## src/rtl/ifetch_ctrl_pkg.sv

```systemverilog
// Shared constants and fetch-state encoding for the instruction-fetch controller.
package ifetch_ctrl_pkg;

  localparam int XLEN       = 32;
  localparam int INST_BYTES = 4;

  localparam logic [31:0] NOP_INST = 32'h0000_0013;

  typedef enum logic [1:0] {
    REQ  = 2'd0,
    WAIT = 2'd1,
    HOLD = 2'd2
  } fetch_state_t;

endpackage

```

## src/rtl/ifetch_hold_buf.sv

```systemverilog
// One-entry pc/instruction holding register used when decode is backpressuring.
module ifetch_hold_buf
  import ifetch_ctrl_pkg::*;
(
  input  logic            clk,
  input  logic            rst,
  input  logic            i_load,
  input  logic            i_flush,
  input  logic [XLEN-1:0] i_pc,
  input  logic [31:0]     i_inst,
  output logic            o_valid,
  output logic [XLEN-1:0] o_pc,
  output logic [31:0]     o_inst
);

  logic            r_valid;
  logic [XLEN-1:0] r_pc;
  logic [31:0]     r_inst;

  // Flush wins over load: a redirect must never let stale contents survive.
  always_ff @(posedge clk or posedge rst) begin
    if (rst) begin
      r_valid <= 1'b0;
      r_pc    <= '0;
      r_inst  <= '0;
    end else if (i_flush) begin
      r_valid <= 1'b0;
    end else if (i_load) begin
      r_valid <= 1'b1;
      r_pc    <= i_pc;
      r_inst  <= i_inst;
    end
  end

  assign o_valid = r_valid;
  assign o_pc    = r_pc;
  assign o_inst  = r_inst;

endmodule

```

## src/rtl/ifetch_ctrl.sv

```systemverilog
// Instruction-fetch controller: one outstanding imem read, registered IF output, redirect flush.
// Optional performance counters enabled by defining IFETCH_PERF_EN.
module ifetch_ctrl
  import ifetch_ctrl_pkg::*;
(
  input  logic            clk,
  input  logic            rst,
  input  logic [XLEN-1:0] current_pc,
  output logic [XLEN-1:0] next_pc,
  output logic            pc_stall,
  input  logic            redirect_valid,
  input  logic [XLEN-1:0] redirect_pc,
  input  logic            id_stall,
  output logic            imem_req,
  output logic [XLEN-1:0] imem_addr,
  input  logic            imem_ready,
  input  logic            imem_rvalid,
  input  logic [31:0]     imem_rdata,
  output logic            if_valid,
  output logic [XLEN-1:0] if_pc,
  output logic [31:0]     if_inst
`ifdef IFETCH_PERF_EN
  ,
  output logic [31:0]     perf_stall_cnt,
  output logic [31:0]     perf_drop_cnt
`endif
);

  fetch_state_t    r_state;
  logic            r_drop;
  logic            r_addr_cap;
  logic [XLEN-1:0] r_addr;
  logic            r_if_valid;
  logic [XLEN-1:0] r_if_pc;
  logic [31:0]     r_if_inst;

  logic            w_free;
  logic            w_rsp;
  logic            w_rsp_keep;
  logic            w_deliver_new;
  logic            w_to_hold;
  logic            w_deliver_hold;
  logic            w_discard;
  logic            w_hold_flush;
  logic            w_hold_valid;
  logic [XLEN-1:0] w_hold_pc;
  logic [31:0]     w_hold_inst;

  assign w_free         = !r_if_valid || !id_stall;
  assign w_rsp          = (r_state == WAIT) && imem_rvalid;
  assign w_rsp_keep     = w_rsp && !r_drop && !redirect_valid;
  assign w_deliver_new  = w_rsp_keep && w_free;
  assign w_to_hold      = w_rsp_keep && !w_free;
  assign w_deliver_hold = (r_state == HOLD) && w_free && !redirect_valid;
  assign w_discard      = (w_rsp && (r_drop || redirect_valid)) ||
                          ((r_state == HOLD) && redirect_valid);
  assign w_hold_flush   = redirect_valid || w_deliver_hold;

  assign next_pc  = redirect_valid ? redirect_pc : current_pc + XLEN'(INST_BYTES);
  assign pc_stall = !(redirect_valid || w_deliver_new || w_deliver_hold);

  // The first REQ cycle forwards current_pc directly so zero-wait memory sees it at once.
  assign imem_req  = (r_state == REQ);
  assign imem_addr = ((r_state == REQ) && !r_addr_cap) ? current_pc : r_addr;

  ifetch_hold_buf u_hold (
    .clk     (clk),
    .rst     (rst),
    .i_load  (w_to_hold),
    .i_flush (w_hold_flush),
    .i_pc    (r_addr),
    .i_inst  (imem_rdata),
    .o_valid (w_hold_valid),
    .o_pc    (w_hold_pc),
    .o_inst  (w_hold_inst)
  );

  always_ff @(posedge clk or posedge rst) begin
    if (rst) begin
      r_state    <= REQ;
      r_drop     <= 1'b0;
      r_addr_cap <= 1'b0;
      r_addr     <= '0;
      r_if_valid <= 1'b0;
      r_if_pc    <= '0;
      r_if_inst  <= '0;
    end else begin
      case (r_state)
        REQ: begin
          if (!r_addr_cap) r_addr <= current_pc;
          if (imem_ready) begin
            r_state    <= WAIT;
            r_addr_cap <= 1'b0;
          end else begin
            r_addr_cap <= 1'b1;
          end
          if (redirect_valid) r_drop <= 1'b1;
        end
        WAIT: begin
          if (imem_rvalid) begin
            r_drop  <= 1'b0;
            r_state <= (w_rsp_keep && !w_free) ? HOLD : REQ;
          end else if (redirect_valid) begin
            r_drop <= 1'b1;
          end
        end
        HOLD: begin
          if (redirect_valid || w_free) r_state <= REQ;
        end
        default: r_state <= REQ;
      endcase

      // Decode-facing register: redirect clears, delivery loads, otherwise drain when accepted.
      if (redirect_valid) begin
        r_if_valid <= 1'b0;
      end else if (w_deliver_new) begin
        r_if_valid <= 1'b1;
        r_if_pc    <= r_addr;
        r_if_inst  <= imem_rdata;
      end else if (w_deliver_hold && w_hold_valid) begin
        r_if_valid <= 1'b1;
        r_if_pc    <= w_hold_pc;
        r_if_inst  <= w_hold_inst;
      end else if (!id_stall) begin
        r_if_valid <= 1'b0;
      end
    end
  end

  assign if_valid = r_if_valid;
  assign if_pc    = r_if_pc;
  assign if_inst  = r_if_inst;

`ifdef IFETCH_PERF_EN
  logic [31:0] r_perf_stall_cnt;
  logic [31:0] r_perf_drop_cnt;

  always_ff @(posedge clk or posedge rst) begin
    if (rst) begin
      r_perf_stall_cnt <= '0;
      r_perf_drop_cnt  <= '0;
    end else begin
      if (pc_stall)  r_perf_stall_cnt <= r_perf_stall_cnt + 32'd1;
      if (w_discard) r_perf_drop_cnt  <= r_perf_drop_cnt + 32'd1;
    end
  end

  assign perf_stall_cnt = r_perf_stall_cnt;
  assign perf_drop_cnt  = r_perf_drop_cnt;
`else
  logic w_unused;
  assign w_unused = w_discard;
`endif

endmodule

```

## config.mk

```make
export PLATFORM = sky130hd
export DESIGN_NAME = ifetch_ctrl
export DESIGN_NICKNAME = d
export VERILOG_FILES = /design/src/rtl/ifetch_ctrl_pkg.sv /design/src/rtl/ifetch_hold_buf.sv /design/src/rtl/ifetch_ctrl.sv
export SDC_FILE = /design/constraint.sdc
export NUM_CORES = 1
export LEC_CHECK = 0
export BUFFER_PORTS_ARGS = -buffer_cell sky130_fd_sc_hd__buf_4
export CAP_MARGIN = 15
export CORE_ASPECT_RATIO = 1.25
export CORE_MARGIN = 4
export CORE_UTILIZATION = 54
export DETAILED_ROUTE_END_ITERATION = 6
export PLACE_DENSITY = 0.82
export RECOVER_POWER = 100
export SLEW_MARGIN = 10
export SYNTH_ARGS = -nofsm -noshare
export SYNTH_HDL_FRONTEND = slang
export SYNTH_SLANG_ARGS = --single-unit
```

## constraint.sdc

```tcl
create_clock -name clk -period 8.75 [get_ports clk]
set_input_delay 0.875 -clock clk [delete_from_list [all_inputs] [get_ports clk]]
set_output_delay 0.875 -clock clk [all_outputs]
set_load 0.02 [all_outputs]
```

# After elaboration in Yosys (flattened, before gate mapping)
# Cells that the tools add are included.
[totals]
regBits = 166
latch_bits = 0
ram_bits = 0
mem_bits_ro = 0
in_bits = 102
out_inout_bits = 131
mem_count = 0
[op_classes]
addsub = 1
mul = 0
n_div = 0
magnitude_cmp = 0
n_eq_ne = 6
n_shift = 0
mux = 21
bitwise_logic = 3
n_reduce_logical = 29
[ops]
columns = ["op", "n"]
rows = [
  ["$mux 32", 6],
  ["$add 32x3->32 const B", 1],
  ["$logic_and 1x1->1", 9],
  ["$mux 1", 9],
  ["$mux 2", 4],
  ["$logic_not 1->1", 7],
  ["$pmux 2 s3", 1],
  ["$reduce_and 2->1", 3],
  ["$reduce_bool 2->1", 3],
  ["$logic_or 1x1->1", 5],
  ["$ne 2x1->1 const B", 2],
  ["$ne 4x2->1 const B", 1],
  ["$not 1->1", 3],
  ["$reduce_and 3->1", 1],
  ["$eq 2x1->1 const B", 1],
  ["$eq 2x2->1 const B", 1],
  ["$logic_not 2->1", 1],
  ["$ne 2x2->1 const B", 1],
  ["$pmux 1 s2", 1],
]

# Logic depth before layout (Yosys ltp)
[logic_depth]
ltp_word = 8
ltp_mapped = 6

# Cells and area by module
# Synthesis repeated with hierarchy kept, for this count alone.
[hier_totals]
hier_cells = 614
area_unflattened_um2 = 8315.5
[by_module_without_submodules]
columns = ["module", "n_inst", "cells_each", "area_per_inst_um2"]
rows = [
  ["ifetch_ctrl", 1, 474, 5577.8],
  ["ifetch_hold_buf", 1, 140, 2737.6],
]

# Worst setup path after synthesis
# No wires, ideal clock.
[synth_path]
path_type = "input to output"
start = "input port current_pc[7]"
end = "output port next_pc[19]"
t_arrival_ps = 2653
required_ps = 7875
slack_ps = 5222
stages = 4
path_buffers = 1
cell_sequence = "nand3_2 > or4_1 > buf_2 > o311ai_0"
[synth_via]
elab_chain_len = 2
[synth_lines]
columns = ["element", "line_no", "source"]
rows = [
  ["start, declared", "ifetch_ctrl.sv:8", "input logic [XLEN-1:0] current_pc,"],
  ["$add 32x3->32", "ifetch_ctrl.sv:59", "assign next_pc = redirect_valid ? redirect_pc : current_pc + XLEN'(INST_BYTES);"],
  ["$mux 32", "ifetch_ctrl.sv:59", ""],
  ["end, declared", "ifetch_ctrl.sv:9", "output logic [XLEN-1:0] next_pc,"],
]
# No other way between the ends.

# Worst setup path in the final report
[layout_path]
start = "input port redirect_valid"
end = "register r_if_pc[7], in the netlist if_pc[7]"
[layout_via]
elab_chain_len = 5
elab_cells_between_ends = 9
classes_between = "mux (1); bitwise (1); reduce/logical (7)"
[layout_lines]
columns = ["element", "line_no", "source"]
rows = [
  ["start, declared", "ifetch_ctrl.sv:11", "input logic redirect_valid,"],
  ["$logic_not 1->1", "ifetch_ctrl.sv:51, ifetch_ctrl.sv:54", ""],
  ["$logic_and 1x1->1 (on tied branches)", "ifetch_ctrl.sv:51, ifetch_ctrl.sv:54", ""],
  ["$logic_and 1x1->1 (on tied branches)", "ifetch_ctrl.sv:52, ifetch_ctrl.sv:120", ""],
  ["$reduce_bool 2->1 (no source line)", "--", ""],
  ["$reduce_and 2->1 (no source line)", "--", ""],
  ["end signal, assigned", "ifetch_ctrl.sv:118", "r_if_pc <= r_addr;"],
  ["end signal, assigned", "ifetch_ctrl.sv:122", "r_if_pc <= w_hold_pc;"],
  ["end, declared", "ifetch_ctrl.sv:34", "logic [XLEN-1:0] r_if_pc;"],
]
# Several ways; a longest one is shown, not always the timed one.
# A chain may end at the register's enable or synchronous reset.

==> flow_summary.ini <==
[drt]
wl_per_cell_um = 20.45
drt_pre_antenna_iters = 5
drcViolationCount = 0
first_iter_violations = 396
drt-vias-per-instance = 5.898
detail-route-antenna-nets = 0
vias = 6057
wirelength_mm = 21.00

[logic_synthesis]
synthXorXnorAreaFrac = 0.01171
synth_top_family_by_area = multiplexers
yosysSeqAreaShare = 0.5050
synth_edf_count = 0
ys_warn_count = 0
postSynthAreaPerCell_um2 = 13.37
netlist_instances = 615
syn_area_um2 = 8225
synth_area_leaders = dfrtp_1 51%, mux2_2 23%, mux2_4 11%, nand2_1 1.3%, or4_1 1.3%
synth_top_area_frac = 0.5050
synthArstFlopShare = 1.000
synth_nets = 718
synth-compound-area-share = 0.03879
yosysUniqueCellTypes = 40
synthFlopType = dfrtp_1
ys_ff_latch = 166
synth_fa_ha_area_frac = 0.001521
synth.largest_area_cell = dfrtp_1
synthMuxAreaShare = 0.3394
synthSimpleGateAreaFrac = 0.07560

[die]
row_count = 50
dieArea_um2 = 17280
floorplan.initialDensity = 0.5501
core_area_um2 = 14950
die_h_um = 146.0
io-pin-count = 233
die_w_um = 118.4

[final_layout]
area_delta_synth_final_pct = 22.36
fin_nets = 937
n_antenna_cell = 0
stdcell_count = 1027
fin_util = 0.6731
final_common_cell = dfrtp_1
mostFrequentLayoutCells = 166 x dfrtp_1, 139 x mux2_2, 138 x clkbuf_1
drive_above_1_share = 0.3858

[timing]
min_period_ns = 5.493
finalMaxSlewViolations = 331
tightest_slew_ns = 4.942
maxSlewHeadroom = -2.313
max_freq_ghz = 0.1821
period_share = 0.6277
finalSetupTns_ns = 0
finClkSkew_ns = 0.007998
hold_viol_final = 0
rsz0062_at_grt = false
setup_viol = 0
fin_ws_ns = 3.257

[global_route]
grt_pass1_wl_mm = 33.98
grt_start_max_net_pins = 115
antenna_found_initial = 0
grt_pass1_vias = 6518
track_usage = 0.2453
grt_overflow = 0

[setup_path]
worst_path_max_delay_cell = clkbuf_1
rr_worst_depth = 5
cp-endpoint = if_pc[7]
worst-setup-path-type = primary input to flop
r2r_start = r_state[1]
endpoint_kind = flop
cpPeakStageDelay_ns = 1.49
arrival_ns = 5.78
cpMostUsedCell = clkbuf_1
cp_max_fo = 45
ff2ff_setup_slack_ns = 4.66
worstReg2RegEnd = if_pc[7]
start_kind = primary input
cp_cell_sequence = clkbuf_1, or3_1, a211o_1, clkbuf_1, mux2_2
cp-startpoint = redirect_valid
required_ns = 9.04

[power_and_ir_drop]
vdd_drop_max_mv = 0.1327
power_density_nw_per_um2 = 204.3
total_leakage_power_nw = 4.928

[run_status]
outcome = complete, but fails checks
violations = max-capacitance violations, max-slew violations

[place]
gp_congestion = 0.9397
port_buffers = 232
pre_cts_ws_ns = 4.906
hpwl_mm = 14.93
dpl.cell_count = 997

[job]
drv_cap = 6

[clocking]
clock_latency_ns = 0.42
cts_root_buffer = clkbuf_16
cts_tree = yes
htreeDepth = 4
cts_buffers = 17
clock_path_buffers = 2
postCtsSetupBuffers = 0
holdBufCountCts = 0
post_cts_resize_count = 0
clkTransAtPathRegs_ns = 0.06
cts_num_sinks = 166

[min_path]
hold_class = flop to flop
[worst min-delay path by stage]
| stage | start | to | cells after the start |
|---|---|---|---|
| floorplan | r_drop | r_drop | 1 |
| finish | u_hold.o_inst[19] | u_hold.o_inst[19] | 1 |
| global route | if_inst[4] | if_inst[4] | 1 |
| CTS | if_inst[30] | if_inst[30] | 1 |
| detailed placement | if_inst[30] | if_inst[30] | 1 |
| global placement | u_hold.o_pc[30] | u_hold.o_pc[30] | 1 |
[power breakdown]
part           internal [mW]  switching [mW]
registers              0.849          0.0539
logic                  0.159           0.254
clock network          0.452           0.289
total                   1.46           0.596
[routing by layer]
metal / GRT usage / vias up / wire length [µm]
met4: 0.1241 / 0 / 958
met1: 0.2926 / 3061 / 8187
met3: 0.05093 / 66 / 1134
met2: 0.4200 / 237 / 10720
li1: - / 2693 / -
met5: 0 / - / 0
[state kept, by name (all words and copies together) (netlist names)]
signal / count
r_state: 2
r_drop: 1
u_hold.o_inst: 32
if_pc: 32
u_hold.o_valid: 1
r_addr: 32
if_inst: 32
if_valid: 1
u_hold.o_pc: 32
r_addr_cap: 1
[logic make-up after synthesis]
family / count (synthesis)
and+or+nand+nor: 116
adders and majority gates: 1
muxes: 228
xor gates and xnor gates: 11
DFF: 166
buffers and inverters: 42
AOI/OAI and AO/OA: 51
[Yosys cell counts (all sizes together) (3+ instances only)]
cell and number:
mux2 227, dfrtp 166, nand2 29, buf 21
nor2 20, o21ai 17, clkbuf 16, nand3 15
or4 14, a31oi 12, nand4 8, o31ai 8
or3 6, xnor2 6, inv 5, o211ai 5
xor2 5, a21oi 4, and4 4, nor4 4
and3 3, nor3 3, or2 3
[final cells by class]
type	count	area, µm²
fill	1219	4887
sequential	166	4154
multi-input combinational	407	3811
timing repair buffer	237	1272
clock buffer	21	450.4
tap	182	227.7
clock inverter	9	128.9
inverter	5	20.02
[critical path, delay by kind of cell]
kind | cells | cell delay, ns
buffers and inverters | 2 | 2.90
AO/OA/AOI/OAI | 1 | 1.19
multiplexers | 1 | 0.45
AND/OR/NAND/NOR | 1 | 0.33
[metrics by stage]
stage / cell area (µm²) / hold WS, ns / power (mW)
4_1_cts: 10620 / 0.5078 / 2.152
6_report: 10060 / 0.5022 / 2.056
2_1_floorplan: 8225 / 0.4711 / 1.180
5_1_grt: 10060 / 0.5217 / 2.146
3_3_place_gp: 10040 / 0.4816 / 1.392
3_5_place_dp: 10040 / 0.4935 / 1.409
No activity file was read; power rests on OpenSTA's default activity.
